## src/rtl/rooth_timer.sv

```systemverilog
// Machine timer peripheral: prescaled up-counter with compare match,
// one-shot/auto-reload modes and a level interrupt code on int_flag_o.
module rooth_timer #(
    parameter int unsigned      DW        = 32,
    parameter int unsigned      AW        = 32,
    parameter int unsigned      INT_W     = 8,
    parameter logic [INT_W-1:0] TIMER_INT = 8'h01
) (
    input  logic             clk,
    input  logic             rst_n,
    input  logic             req_i,
    input  logic             we_i,
    input  logic [AW-1:0]    addr_i,
    input  logic [DW-1:0]    data_i,
    output logic [DW-1:0]    data_o,
    output logic [INT_W-1:0] int_flag_o
);

    typedef enum logic [3:0] {
        REG_CTRL  = 4'h0,
        REG_COUNT = 4'h4,
        REG_CMP   = 4'h8,
        REG_PRESC = 4'hC
    } reg_off_e;

    logic          en, ie, pend, auto_rl;
    logic [DW-1:0] count, cmp;
    logic [15:0]   presc, div_cnt;

    logic          en_d, ie_d, pend_d, auto_d;
    logic [DW-1:0] count_d, cmp_d, rdata_d;
    logic [15:0]   presc_d, div_d;

    logic       wr, rd;
    logic [3:0] off;
    logic       wr_ctrl, wr_count, wr_cmp, wr_presc;
    logic       tick, match;
    logic       unused_addr;

    assign wr  = req_i & we_i;
    assign rd  = req_i & ~we_i;
    assign off = addr_i[3:0];

    assign wr_ctrl  = wr && (off == REG_CTRL);
    assign wr_count = wr && (off == REG_COUNT);
    assign wr_cmp   = wr && (off == REG_CMP);
    assign wr_presc = wr && (off == REG_PRESC);

    assign unused_addr = ^addr_i[AW-1:4];

    assign tick = en && (div_cnt == presc);
    // A software COUNT write in a tick cycle suppresses the compare entirely.
    assign match = tick && (count == cmp) && !wr_count;

    always_comb begin
        en_d    = en;
        ie_d    = ie;
        pend_d  = pend;
        auto_d  = auto_rl;
        count_d = count;
        cmp_d   = cmp;
        presc_d = presc;
        div_d   = div_cnt;
        rdata_d = data_o;

        if (match && !auto_rl) begin
            en_d = 1'b0;
        end
        if (wr_ctrl) begin
            en_d   = data_i[0];
            ie_d   = data_i[1];
            auto_d = data_i[3];
            if (data_i[2]) begin
                pend_d = 1'b0;
            end
        end
        // Hardware set is applied last so it beats a same-cycle W1C.
        if (match) begin
            pend_d = 1'b1;
        end

        if (wr_count) begin
            count_d = data_i;
        end else if (match) begin
            count_d = '0;
        end else if (tick) begin
            count_d = count + DW'(1);
        end

        if (wr_cmp) begin
            cmp_d = data_i;
        end
        if (wr_presc) begin
            presc_d = data_i[15:0];
        end

        if (!en || wr_presc || (div_cnt == presc)) begin
            div_d = '0;
        end else begin
            div_d = div_cnt + 16'd1;
        end

        if (rd) begin
            case (off)
                REG_CTRL:  rdata_d = {{(DW-4){1'b0}}, auto_rl, pend, ie, en};
                REG_COUNT: rdata_d = count;
                REG_CMP:   rdata_d = cmp;
                REG_PRESC: rdata_d = {{(DW-16){1'b0}}, presc};
                default:   rdata_d = '0;
            endcase
        end
    end

    always_ff @(posedge clk or negedge rst_n) begin
        if (!rst_n) begin
            en      <= 1'b0;
            ie      <= 1'b0;
            pend    <= 1'b0;
            auto_rl <= 1'b0;
            count   <= '0;
            cmp     <= '0;
            presc   <= '0;
            div_cnt <= '0;
            data_o  <= '0;
        end else begin
            en      <= en_d;
            ie      <= ie_d;
            pend    <= pend_d;
            auto_rl <= auto_d;
            count   <= count_d;
            cmp     <= cmp_d;
            presc   <= presc_d;
            div_cnt <= div_d;
            data_o  <= rdata_d;
        end
    end

    assign int_flag_o = (pend && ie) ? TIMER_INT : '0;

endmodule

```

## config.mk

```make
export PLATFORM = sky130hd
export DESIGN_NAME = rooth_timer
export DESIGN_NICKNAME = d
export VERILOG_FILES = /design/src/rtl/rooth_timer.sv
export SDC_FILE = /design/constraint.sdc
export NUM_CORES = 1
export LEC_CHECK = 0
export CORE_MARGIN = 4
export CORE_UTILIZATION = 55
export CTS_BUF_LIST = sky130_fd_sc_hd__clkbuf_16
export DETAILED_ROUTE_END_ITERATION = 7
export GPL_ROUTABILITY_DRIVEN = 1
export GPL_TIMING_DRIVEN = 0
export PLACE_DENSITY = 0.92
export SLEW_MARGIN = 40
export SYNTH_ARGS = -nofsm -noshare
export SYNTH_HDL_FRONTEND = slang
export SYNTH_SLANG_ARGS = --single-unit
```

## constraint.sdc

```tcl
create_clock -name clk -period 2.6 [get_ports clk]
set_input_delay 0.52 -clock clk [delete_from_list [all_inputs] [get_ports clk]]
set_output_delay 0.52 -clock clk [all_outputs]
set_load 0.1 [all_outputs]
```

==> impl_metrics.json <==
{
  "clockRootBuffer": "clkbuf_16",
  "synth_ff_type": "dfrtp_1",
  "wl_per_cell_microns": 20.9,
  "place_area_sq_um": 7890,
  "syn_inst": 695,
  "seq_area_frac_synth_pct": 46.9,
  "p_total_mw": 6.51,
  "period_share_pct": 99.9,
  "crit_path_start_kind": "register",
  "ios": 108,
  "drive_above_1_share_pct": 22.3,
  "vias_per_cell": 6.19,
  "ant_nets": 0,
  "irDropWorstVdd_v": 0.000456,
  "clockBufferDepth": 2,
  "first_global_vias": 5999,
  "area_delta_synth_final_pct": 21.0,
  "track_usage_pct": 28.2,
  "crit_family": "simple AND/OR/NAND/NOR gates",
  "wl_mm": 20.4,
  "outcome": "finished clean",
  "n_fill_cell": 953,
  "syn_avg_cell_area_sq_um": 10.1,
  "yosysMostFrequentCell": "dfrtp_1",
  "first_iter_violations": 708,
  "htreeDepth": 4,
  "p_per_area_nw_per_um2": 764,
  "fp.coreArea_sq_um": 12600,
  "num_rows": 41,
  "final_util_pct": 67.8,
  "regArea_sq_um": 3300,
  "cts_inserted_buffers": 17,
  "ys_top_cells_by_count": "132 x dfrtp_1, 63 x mux2_2, 61 x nor2_1",
  "drc": 0,
  "wl_met1_mm": 8.17,
  "top_layer_used": "met4",
  "relSlewSlack_pct": 52.1,
  "worstSkewPairLatency_ps": 430,
  "grt_overflow_total": 0,
  "min_path_type": "reg -> reg",
  "setup_ws_ps": 2.39,
  "cts_tree": "yes",
  "yosysWarnings": 0,
  "yosysUniqueCellTypes": 52,
  "multiInputGateArea_sq_um": 3540,
  "critical_path.endpoint_type": "register",
  "dr_wl_met2_mm": 9.77,
  "firstDrtPassIters": 6,
  "drv_cap": 0,
  "arrival_ps": 2910,
  "max_stage_delay_ps": 440,
  "cp_num_buf_inv": 2,
  "final_area_sq_um": 8530,
  "finalClockSkew_ps": 7.46,
  "cp_max_fo": 10,
  "worstPathCellList": "xnor2_1 -> nand4_1 -> nor4_4 -> and2_1 -> buf_2 -> clkbuf_4 -> o21ai_1 -> a221oi_1 -> nor2_1",
  "setup_viol": 0,
  "fp.dieH_microns": 121,
  "tightest_slew_ps": 718,
  "dieWidth_microns": 121,
  "grt_max_degree": 48,
  "grt_pass1_wl_mm": 31.6,
  "io_buffer_count": 71,
  "vias": 6033,
  "synth_top_area_cell": "dfrtp_1",
  "wl_met3_mm": 1.70,
  "maxSlewViolCount": 0,
  "num_antenna_cells": 0,
  "clkTransAtPathRegs_ps": 60,
  "max_freq_ghz": 0.385,
  "finalHoldViolations": 0,
  "floorplan.initialDensity_pct": 56.1,
  "cp.required_ps": 2910,
  "synth_top_area_share_pct": 46.9,
  "dieArea_sq_um": 14700,
  "synthTopCellsByArea": "dfrtp_1 47%, mux2_2 10%, xor2_1 5.5%, xnor2_1 3.6%, nor2_1 3.2%",
  "synth_edf_count": 0,
  "dpl_worst_slack_ps": -802,
  "post-dp-hpwl_mm": 14.4,
  "cts.sinks": 132,
  "synth-seq-cells": 132,
  "crit_slowest_cell": "dfrtp_1",
  "synthesis.area_sq_um": 7050,
  "grt_antenna_before_repair": 0,
  "nNetsFinal": 860,
  "gp_congestion": 1.00,
  "fin_tns_setup_ps": 0,
  "worstSetupPathType": "reg -> reg",
  "min_period_ps": 2600,
  "p_leak_nw": 3.65,
  "ys_async_sr_fraction_pct": 100
}
[where the power goes]
part	internal, mW	leakage [nW]	total (mW)	switching (mW)
clock	1.48	0.301	2.37	0.891
sequential	2.35	1.70	2.74	0.393
combinational	0.578	1.65	1.40	0.822
[sequential cells by signal (all words and copies together) (netlist names)]
| name | cells |
|---|---|
| cmp | 32 |
| count | 32 |
| data_o | 32 |
| div_cnt | 16 |
| presc | 16 |
| auto_rl | 1 |
| en | 1 |
| ie | 1 |
| pend | 1 |
[cell families (layout without fill, tap and decap cells)]
kind of cell	count (synthesis)	count (layout)	share of synthesized area [%]
compound gates	139	139	13.0
xor+xnor	74	74	9.31
fa+ha+maj	2	2	0.355
buf+inv	58	160	3.87
flops	132	132	46.9
mux	64	64	10.2
other cells	1	7	0.0532
simple gates	225	225	16.3
[worst register-to-register path, delay by kind of cell (launching register included)]
family	cells	cell delay [ps]
xor+xnor	1	250
flops	1	440
compound gates	2	400
simple gates	4	850
buf+inv	2	540
[layout make-up]
class	count	share of cell area (%)
Multi-Input combinational cell	511	41.5
Sequential cell	132	38.7
Timing Repair Buffer	75	7.31
Clock buffer	17	4.99
Buffer	50	3.05
Tap cell	172	2.52
Clock inverter	15	1.75
Inverter	3	0.132
[final timing paths]
path,from,slack [ps],endpoint,depth (start not counted)
setup reg to reg,presc[11],2,count[3],9
max in group asynchronous,rst_n,1210,cmp[21],4
setup / recovery,presc[11],2,count[3],9
min in group asynchronous,rst_n,550,div_cnt[7],2
hold reg to reg,data_o[16],470,data_o[16],2
hold / removal,data_o[16],470,data_o[16],2
[stage by stage]
stage	std cells	hold slack, ps
after floorplan	701	224
after global placement	944	460
after detailed placement	946	422
after CTS	978	478
after global routing	975	497
final	975	472
[layout by cell type, fill, tap and decap left out, drive strengths merged, types with 9 or more instances in the layout]
| master | netlist | layout |
|---|---|---|
| clkdlybuf4s50 | 0 | 37 |
| o21ai | 54 | 54 |
| mux2 | 64 | 64 |
| nand3 | 24 | 24 |
| a21oi | 11 | 11 |
| nand4 | 16 | 16 |
| clkinv | 0 | 9 |
| xor2 | 44 | 44 |
| a22oi | 30 | 30 |
| a211oi | 14 | 14 |
| and3 | 11 | 11 |
| nand2 | 61 | 61 |
| buf | 23 | 59 |
| xnor2 | 30 | 30 |
| a31oi | 17 | 17 |
| nor2 | 61 | 61 |
| nor4 | 12 | 12 |
| dfrtp | 132 | 132 |
| clkbuf | 32 | 45 |
[timing repair]
item	CTS	global route
gates cloned	0	0
buffers inserted	0	1
pin swaps	0	1
gates resized for setup	9	16
setup endpoints to repair	47	65
hold endpoints to repair	39	0
hold buffers	1	0
[layer usage]
layer | global-route usage (%) | vias up
li1 | - | 2677
met1 | 36.5 | 2994
met2 | 44.4 | 303
met3 | 7.37 | 59
met4 | 13.2 | 0
met5 | 0 | -
Note: power is estimated with default switching activity, not from simulation.
